### src/rtl/data_packer_pkg.sv
// rtl/data_packer_pkg.sv - shared widths, lane-count type and word-width helper for the data packer
package data_packer_pkg;

    localparam int DATA_W_DEF = 8;
    localparam int LANES_DEF  = 4;
    localparam int CNT_W_DEF  = 16;
    localparam int LANE_CNT_W = 3;

    typedef logic [LANE_CNT_W-1:0] lane_cnt_t;

    function automatic int word_width(input int data_w, input int lanes);
        return data_w * lanes;
    endfunction

endpackage

### src/rtl/data_packer_sync_word_fifo.sv
// rtl/data_packer_sync_word_fifo.sv - first-word-fall-through word FIFO with wrap-bit pointers
// Ports: clk, reset (async, active-high); push/din write side; pop/dout read side
// (dout is the head word whenever empty=0); full, empty status.
module sync_word_fifo
    import data_packer_pkg::*;
#(
    parameter int WIDTH = 35,
    parameter int DEPTH = 4
) (
    input  logic             clk,
    input  logic             reset,
    input  logic             push,
    input  logic [WIDTH-1:0] din,
    input  logic             pop,
    output logic [WIDTH-1:0] dout,
    output logic             full,
    output logic             empty
);

    localparam int ADDR_W = $clog2(DEPTH);
    localparam logic [ADDR_W:0] PTR_ONE = {{ADDR_W{1'b0}}, 1'b1};

    logic [ADDR_W:0] wr_ptr_q, wr_ptr_d;
    logic [ADDR_W:0] rd_ptr_q, rd_ptr_d;
    logic [WIDTH-1:0] mem_q [DEPTH];
    logic wr_en, rd_en;

    always_comb begin
        empty = (wr_ptr_q == rd_ptr_q);
        // Same slot address but opposite wrap bits means the writer lapped the reader.
        full  = (wr_ptr_q[ADDR_W] != rd_ptr_q[ADDR_W]) &&
                (wr_ptr_q[ADDR_W-1:0] == rd_ptr_q[ADDR_W-1:0]);
        rd_en = pop && !empty;
        // A pop on the same edge frees the slot the write lands in, so a full
        // FIFO still accepts the push.
        wr_en = push && (!full || rd_en);
        wr_ptr_d = wr_en ? wr_ptr_q + PTR_ONE : wr_ptr_q;
        rd_ptr_d = rd_en ? rd_ptr_q + PTR_ONE : rd_ptr_q;
        dout = mem_q[rd_ptr_q[ADDR_W-1:0]];
    end

    always_ff @(posedge clk or posedge reset) begin
        if (reset) begin
            wr_ptr_q <= '0;
            rd_ptr_q <= '0;
        end else begin
            wr_ptr_q <= wr_ptr_d;
            rd_ptr_q <= rd_ptr_d;
        end
    end

    // Storage needs no reset: it is never observed while the FIFO is empty.
    always_ff @(posedge clk) begin
        if (wr_en) begin
            mem_q[wr_ptr_q[ADDR_W-1:0]] <= din;
        end
    end

endmodule

### src/rtl/data_packer.sv
// rtl/data_packer.sv - packs LANES consecutive samples into one word and queues it in a word FIFO
// Ports: clk, reset (async, active-high); in_valid/in_data sample stream (no backpressure);
// flush pushes the partial word; out_valid/out_ready/out_data/out_count head-word handshake;
// full FIFO status; drop_count saturating count of words lost to overflow.
module data_packer
    import data_packer_pkg::*;
#(
    parameter int DATA_W     = DATA_W_DEF,
    parameter int LANES      = LANES_DEF,
    parameter int FIFO_DEPTH = 4,
    parameter int CNT_W      = CNT_W_DEF
) (
    input  logic                    clk,
    input  logic                    reset,
    input  logic                    in_valid,
    input  logic [DATA_W-1:0]       in_data,
    input  logic                    flush,
    output logic                    out_valid,
    input  logic                    out_ready,
    output logic [DATA_W*LANES-1:0] out_data,
    output lane_cnt_t               out_count,
    output logic                    full,
    output logic [CNT_W-1:0]        drop_count
);

    localparam int        WORD_W    = word_width(DATA_W, LANES);
    localparam int        FIFO_W    = WORD_W + LANE_CNT_W;
    localparam lane_cnt_t LAST_LANE = lane_cnt_t'(LANES - 1);
    localparam lane_cnt_t CNT_ONE   = lane_cnt_t'(1);

    logic [WORD_W-1:0] asm_q, asm_d;
    logic [WORD_W-1:0] merged;
    lane_cnt_t         idx_q, idx_d;
    lane_cnt_t         fill_cnt;
    logic [CNT_W-1:0]  drop_count_q, drop_count_d;

    logic              push, pop, drop;
    logic              fifo_full, fifo_empty;
    logic [FIFO_W-1:0] fifo_din, fifo_dout;

    always_comb begin
        // The incoming byte is merged before any push decision so that a flush
        // in the same cycle carries it.
        merged = asm_q;
        if (in_valid) begin
            merged[int'(idx_q)*DATA_W +: DATA_W] = in_data;
        end
        fill_cnt = in_valid ? idx_q + CNT_ONE : idx_q;

        // A completed word and a flush on the same byte collapse into one push.
        push = (in_valid && (idx_q == LAST_LANE)) || (flush && (fill_cnt != '0));

        asm_d = asm_q;
        idx_d = idx_q;
        if (push) begin
            // Clearing here is what keeps unwritten upper lanes zero next word.
            asm_d = '0;
            idx_d = '0;
        end else if (in_valid) begin
            asm_d = merged;
            idx_d = fill_cnt;
        end

        fifo_din = {fill_cnt, merged};
        pop      = !fifo_empty && out_ready;
        drop     = push && fifo_full && !pop;

        drop_count_d = drop_count_q;
        if (drop && (drop_count_q != '1)) begin
            drop_count_d = drop_count_q + 1'b1;
        end
    end

    always_ff @(posedge clk or posedge reset) begin
        if (reset) begin
            asm_q        <= '0;
            idx_q        <= '0;
            drop_count_q <= '0;
        end else begin
            asm_q        <= asm_d;
            idx_q        <= idx_d;
            drop_count_q <= drop_count_d;
        end
    end

    sync_word_fifo #(
        .WIDTH (FIFO_W),
        .DEPTH (FIFO_DEPTH)
    ) u_fifo (
        .clk   (clk),
        .reset (reset),
        .push  (push),
        .din   (fifo_din),
        .pop   (pop),
        .dout  (fifo_dout),
        .full  (fifo_full),
        .empty (fifo_empty)
    );

    // Stale RAM contents are masked so an empty FIFO presents zeros.
    always_comb begin
        out_valid  = !fifo_empty;
        out_data   = fifo_empty ? '0 : fifo_dout[WORD_W-1:0];
        out_count  = fifo_empty ? '0 : fifo_dout[FIFO_W-1 -: LANE_CNT_W];
        full       = fifo_full;
        drop_count = drop_count_q;
    end

endmodule

### config.mk
export PLATFORM = sky130hd
export DESIGN_NAME = data_packer
export DESIGN_NICKNAME = d
export VERILOG_FILES = /design/src/rtl/data_packer_pkg.sv /design/src/rtl/data_packer_sync_word_fifo.sv /design/src/rtl/data_packer.sv
export SDC_FILE = /design/constraint.sdc
export NUM_CORES = 1
export LEC_CHECK = 0
export ABC_AREA = 1
export CORE_MARGIN = 4
export CORE_UTILIZATION = 40
export DETAILED_ROUTE_END_ITERATION = 6
export PLACE_DENSITY_LB_ADDON = 0.05
export SLEW_MARGIN = 20
export SYNTH_ARGS = -nofsm -noshare
export SYNTH_HDL_FRONTEND = slang
export SYNTH_SLANG_ARGS = --single-unit
export TNS_END_PERCENT = 50
### constraint.sdc
create_clock -name clk -period 5.24 [get_ports clk]
set_clock_uncertainty 0.1 [all_clocks]
set_input_delay 1.048 -clock clk [delete_from_list [all_inputs] [get_ports clk]]
set_output_delay 1.048 -clock clk [all_outputs]
set_load 0.02 [all_outputs]
==> reports/metrics.csv <==
metric;value;unit
fmax;248;MHz
gp_congestion;0.798;
via_per_inst;5.04;
peakVddDrop;0.325;mV
syn_nets;888;
synthesis.area;8770;um^2
critPathKind;reg -> out;
rsz0062_at_grt;no;
path_cells;inv_4 > buf_4 > nor2_1 > o32ai_1 > nand2_1 > inv_1 > clkdlybuf4s50_1;
synthDistinctLibCells;34;
die_w;156;um
ys_warn_count;0;
drive_gt1_share;6.86;%
power;5800;uW
cts_tree;built;
drt_iter0_markers;335;
multi_input_area;2550;um^2
htree_levels;4;
io_pins;66;
antenna_found_initial;0;
yosys_most_used_dff;edfxtp_1;
crit_family;buffers and inverters;
gr-total-overflow;0;
area.sequential;5630;um^2
cts_max_path_buffers;2;
wl;20400;um
syn_to_final_growth;17.5;%
synth.avg_cell_area;10.2;um^2
tns;0;ns
period_minus_slack;4.03;ns
cap_violations;0;
grt_usage;17.4;%
critPathCaptureType;primary output;
path_buf_inv;4;
fp-row-count;53;
synth_edf_count;140;
diodes;0;
worst_ep_required_time;4.09;ns
cts-resized-gates;0;
drv_slew;0;
start_util;41.2;%
dpl.hpwl;12800;um
worst_hold_path_type;reg -> reg;
slowest_delay;0.60;ns
fillers;1978;
vias;6092;
final_hold_viol_count;0;
synth_async_sr_flop_share;28.9;%
die_area;24400;um^2
grt_first_pass_wirelength;32700;um
power-per-cell-area;562;nW/um^2
insertion_delay;0.42;ns
cts-root-buf;clkbuf_16;
drc_errors;0;
cts_made_buffers;17;
fp.dieH;156;um
clk_pin_slew;0.07;ns
critPathSlowestCell;clkdlybuf4s50_1;
cts_setup_buffers;0;
fin_ws;1.21;ns
syn_inst;862;
portBuffers;65;
post-place-ws;1.55;ns
core_area;21300;um^2
crit_fanout;50;
startpoint_type;register;
detail_route.wl_per_cell;16.9;um
tightest_slew;0.830;ns
setup_violations;0;
arrival;2.88;ns
ys_seq_area_share;64.2;%
leakagePower;0.00422;uW
fin_nets;946;
cts_sinks;197;
post-route-period-util;76.9;%
grt_max_degree;73;
worst_slew_margin_rel;44.2;%
dr.pass1.iters;5;
grt_pass1_vias;5952;
ant_nets;0;
status;complete, no violations;
cts-hold-fix-buffers;0;
synth-seq-cells;197;
==> synthesized netlist by cell type (2+ instances only) <==
cell | n | area [um^2]
nor2_4 | 2 | 22.5
nand2_1 | 175 | 657
nor2_1 | 156 | 586
nor2_2 | 4 | 25.0
a21oi_1 | 4 | 20.0
buf_2 | 7 | 35.0
nand4_1 | 8 | 50.1
o31ai_1 | 5 | 37.5
xnor2_1 | 6 | 52.6
o21ai_1 | 2 | 10.0
dfrtp_1 | 57 | 1430
o22ai_1 | 8 | 50.1
edfxtp_1 | 140 | 4200
buf_4 | 4 | 30.0
inv_1 | 115 | 432
buf_6 | 2 | 22.5
nand4_2 | 2 | 25.0
xor2_1 | 5 | 43.8
ha_1 | 13 | 163
o32ai_1 | 35 | 307
clkbuf_1 | 22 | 82.6
nor2b_1 | 3 | 18.8
inv_2 | 2 | 7.51
nand3_1 | 29 | 145
nand2_4 | 2 | 22.5
o21ai_0 | 46 | 230
==> tightest hold or removal path, cell delays in order (launching register included) <==
cell and delay, ns:
dfrtp_1 0.36, nand2_1 0.08, a21oi_1 0.07
==> per-stage QoR <==
stage	std cells	area, um^2	util [%]	hold slack, ns
after floorplan	862	8770	-	0.403
after global placement	1176	9700	45.6	0.425
after detailed placement	1176	9700	45.6	0.425
after CTS	1208	10300	48.4	0.443
after global routing	1208	10300	48.4	0.459
final	1208	10300	48.4	0.441
==> area by class of cell <==
cell class	instances	area share [%]
sequential	197	54.6
multi-input combinational	511	24.8
inverter	118	4.32
clock inverter	14	1.71
tap	275	3.34
clock buffer	18	4.16
timing repair buffer	75	7.04
==> per-layer routing <==
layer	track usage, %	up-vias	part of all wire, %	wire length, um
met3	3.69	23	4.9	1000
met2	28.0	144	46	9440
met4	5.54	0	2.0	399
met1	23.7	2960	47	9540
met5	0	-	0	0
li1	-	2965	-	-
==> cells by family after synthesis <==
logic type,share of synthesized area (%)
and+or+nand+nor,18.1
AOI/OAI and AO/OA,7.70
adders and majority gates,1.85
xor gates and xnor gates,1.10
buffers and inverters,7.06
DFF,64.2
==> cell usage in the layout, fill, tap and decap left out, types with 8 or more instances in the layout <==
cell / count
buf_4: 10
clkbuf_16: 17
clkdlybuf4s50_1: 65
dfrtp_1: 55
edfxtp_1: 140
ha_1: 13
inv_1: 114
nand2_1: 175
nand3_1: 29
nand4_1: 8
nor2_1: 152
o21ai_0: 46
o22ai_1: 8
o32ai_1: 35
==> registers in the layout, summed over array words and instances, names as in the netlist <==
name / cells
u_fifo.rd_ptr_q: 3
drop_count: 16
asm_q: 32
idx_q: 3
u_fifo.mem_q: 140
u_fifo.wr_ptr_q: 3
==> power breakdown <==
group	leakage, uW	internal, uW	switching, uW
Clock	0.000292	759	579
Sequential	0.00209	1960	93.4
Combinational	0.00184	886	1520
Total	0.00422	3600	2190
==> worst paths after layout <==
kind / start / to / slack, ns / cells after the start
setup / recovery: u_fifo.rd_ptr_q[0]$_DFFE_PP0P_ / out_data[23] / 1.21 / 7
hold / removal: asm_q[2]$_DFFE_PP0P_ / asm_q[2]$_DFFE_PP0P_ / 0.44 / 2
setup reg to reg: idx_q[0]$_DFFE_PP0P_ / u_fifo.mem_q[0][18]$_DFFE_PP_ / 1.73 / 11
hold reg to reg: asm_q[2]$_DFFE_PP0P_ / asm_q[2]$_DFFE_PP0P_ / 0.44 / 2
max in group asynchronous: reset / asm_q[5]$_DFFE_PP0P_ / 3.21 / 3
min in group asynchronous: reset / asm_q[3]$_DFFE_PP0P_ / 0.92 / 2
No activity file was read; power rests on OpenSTA's default activity.
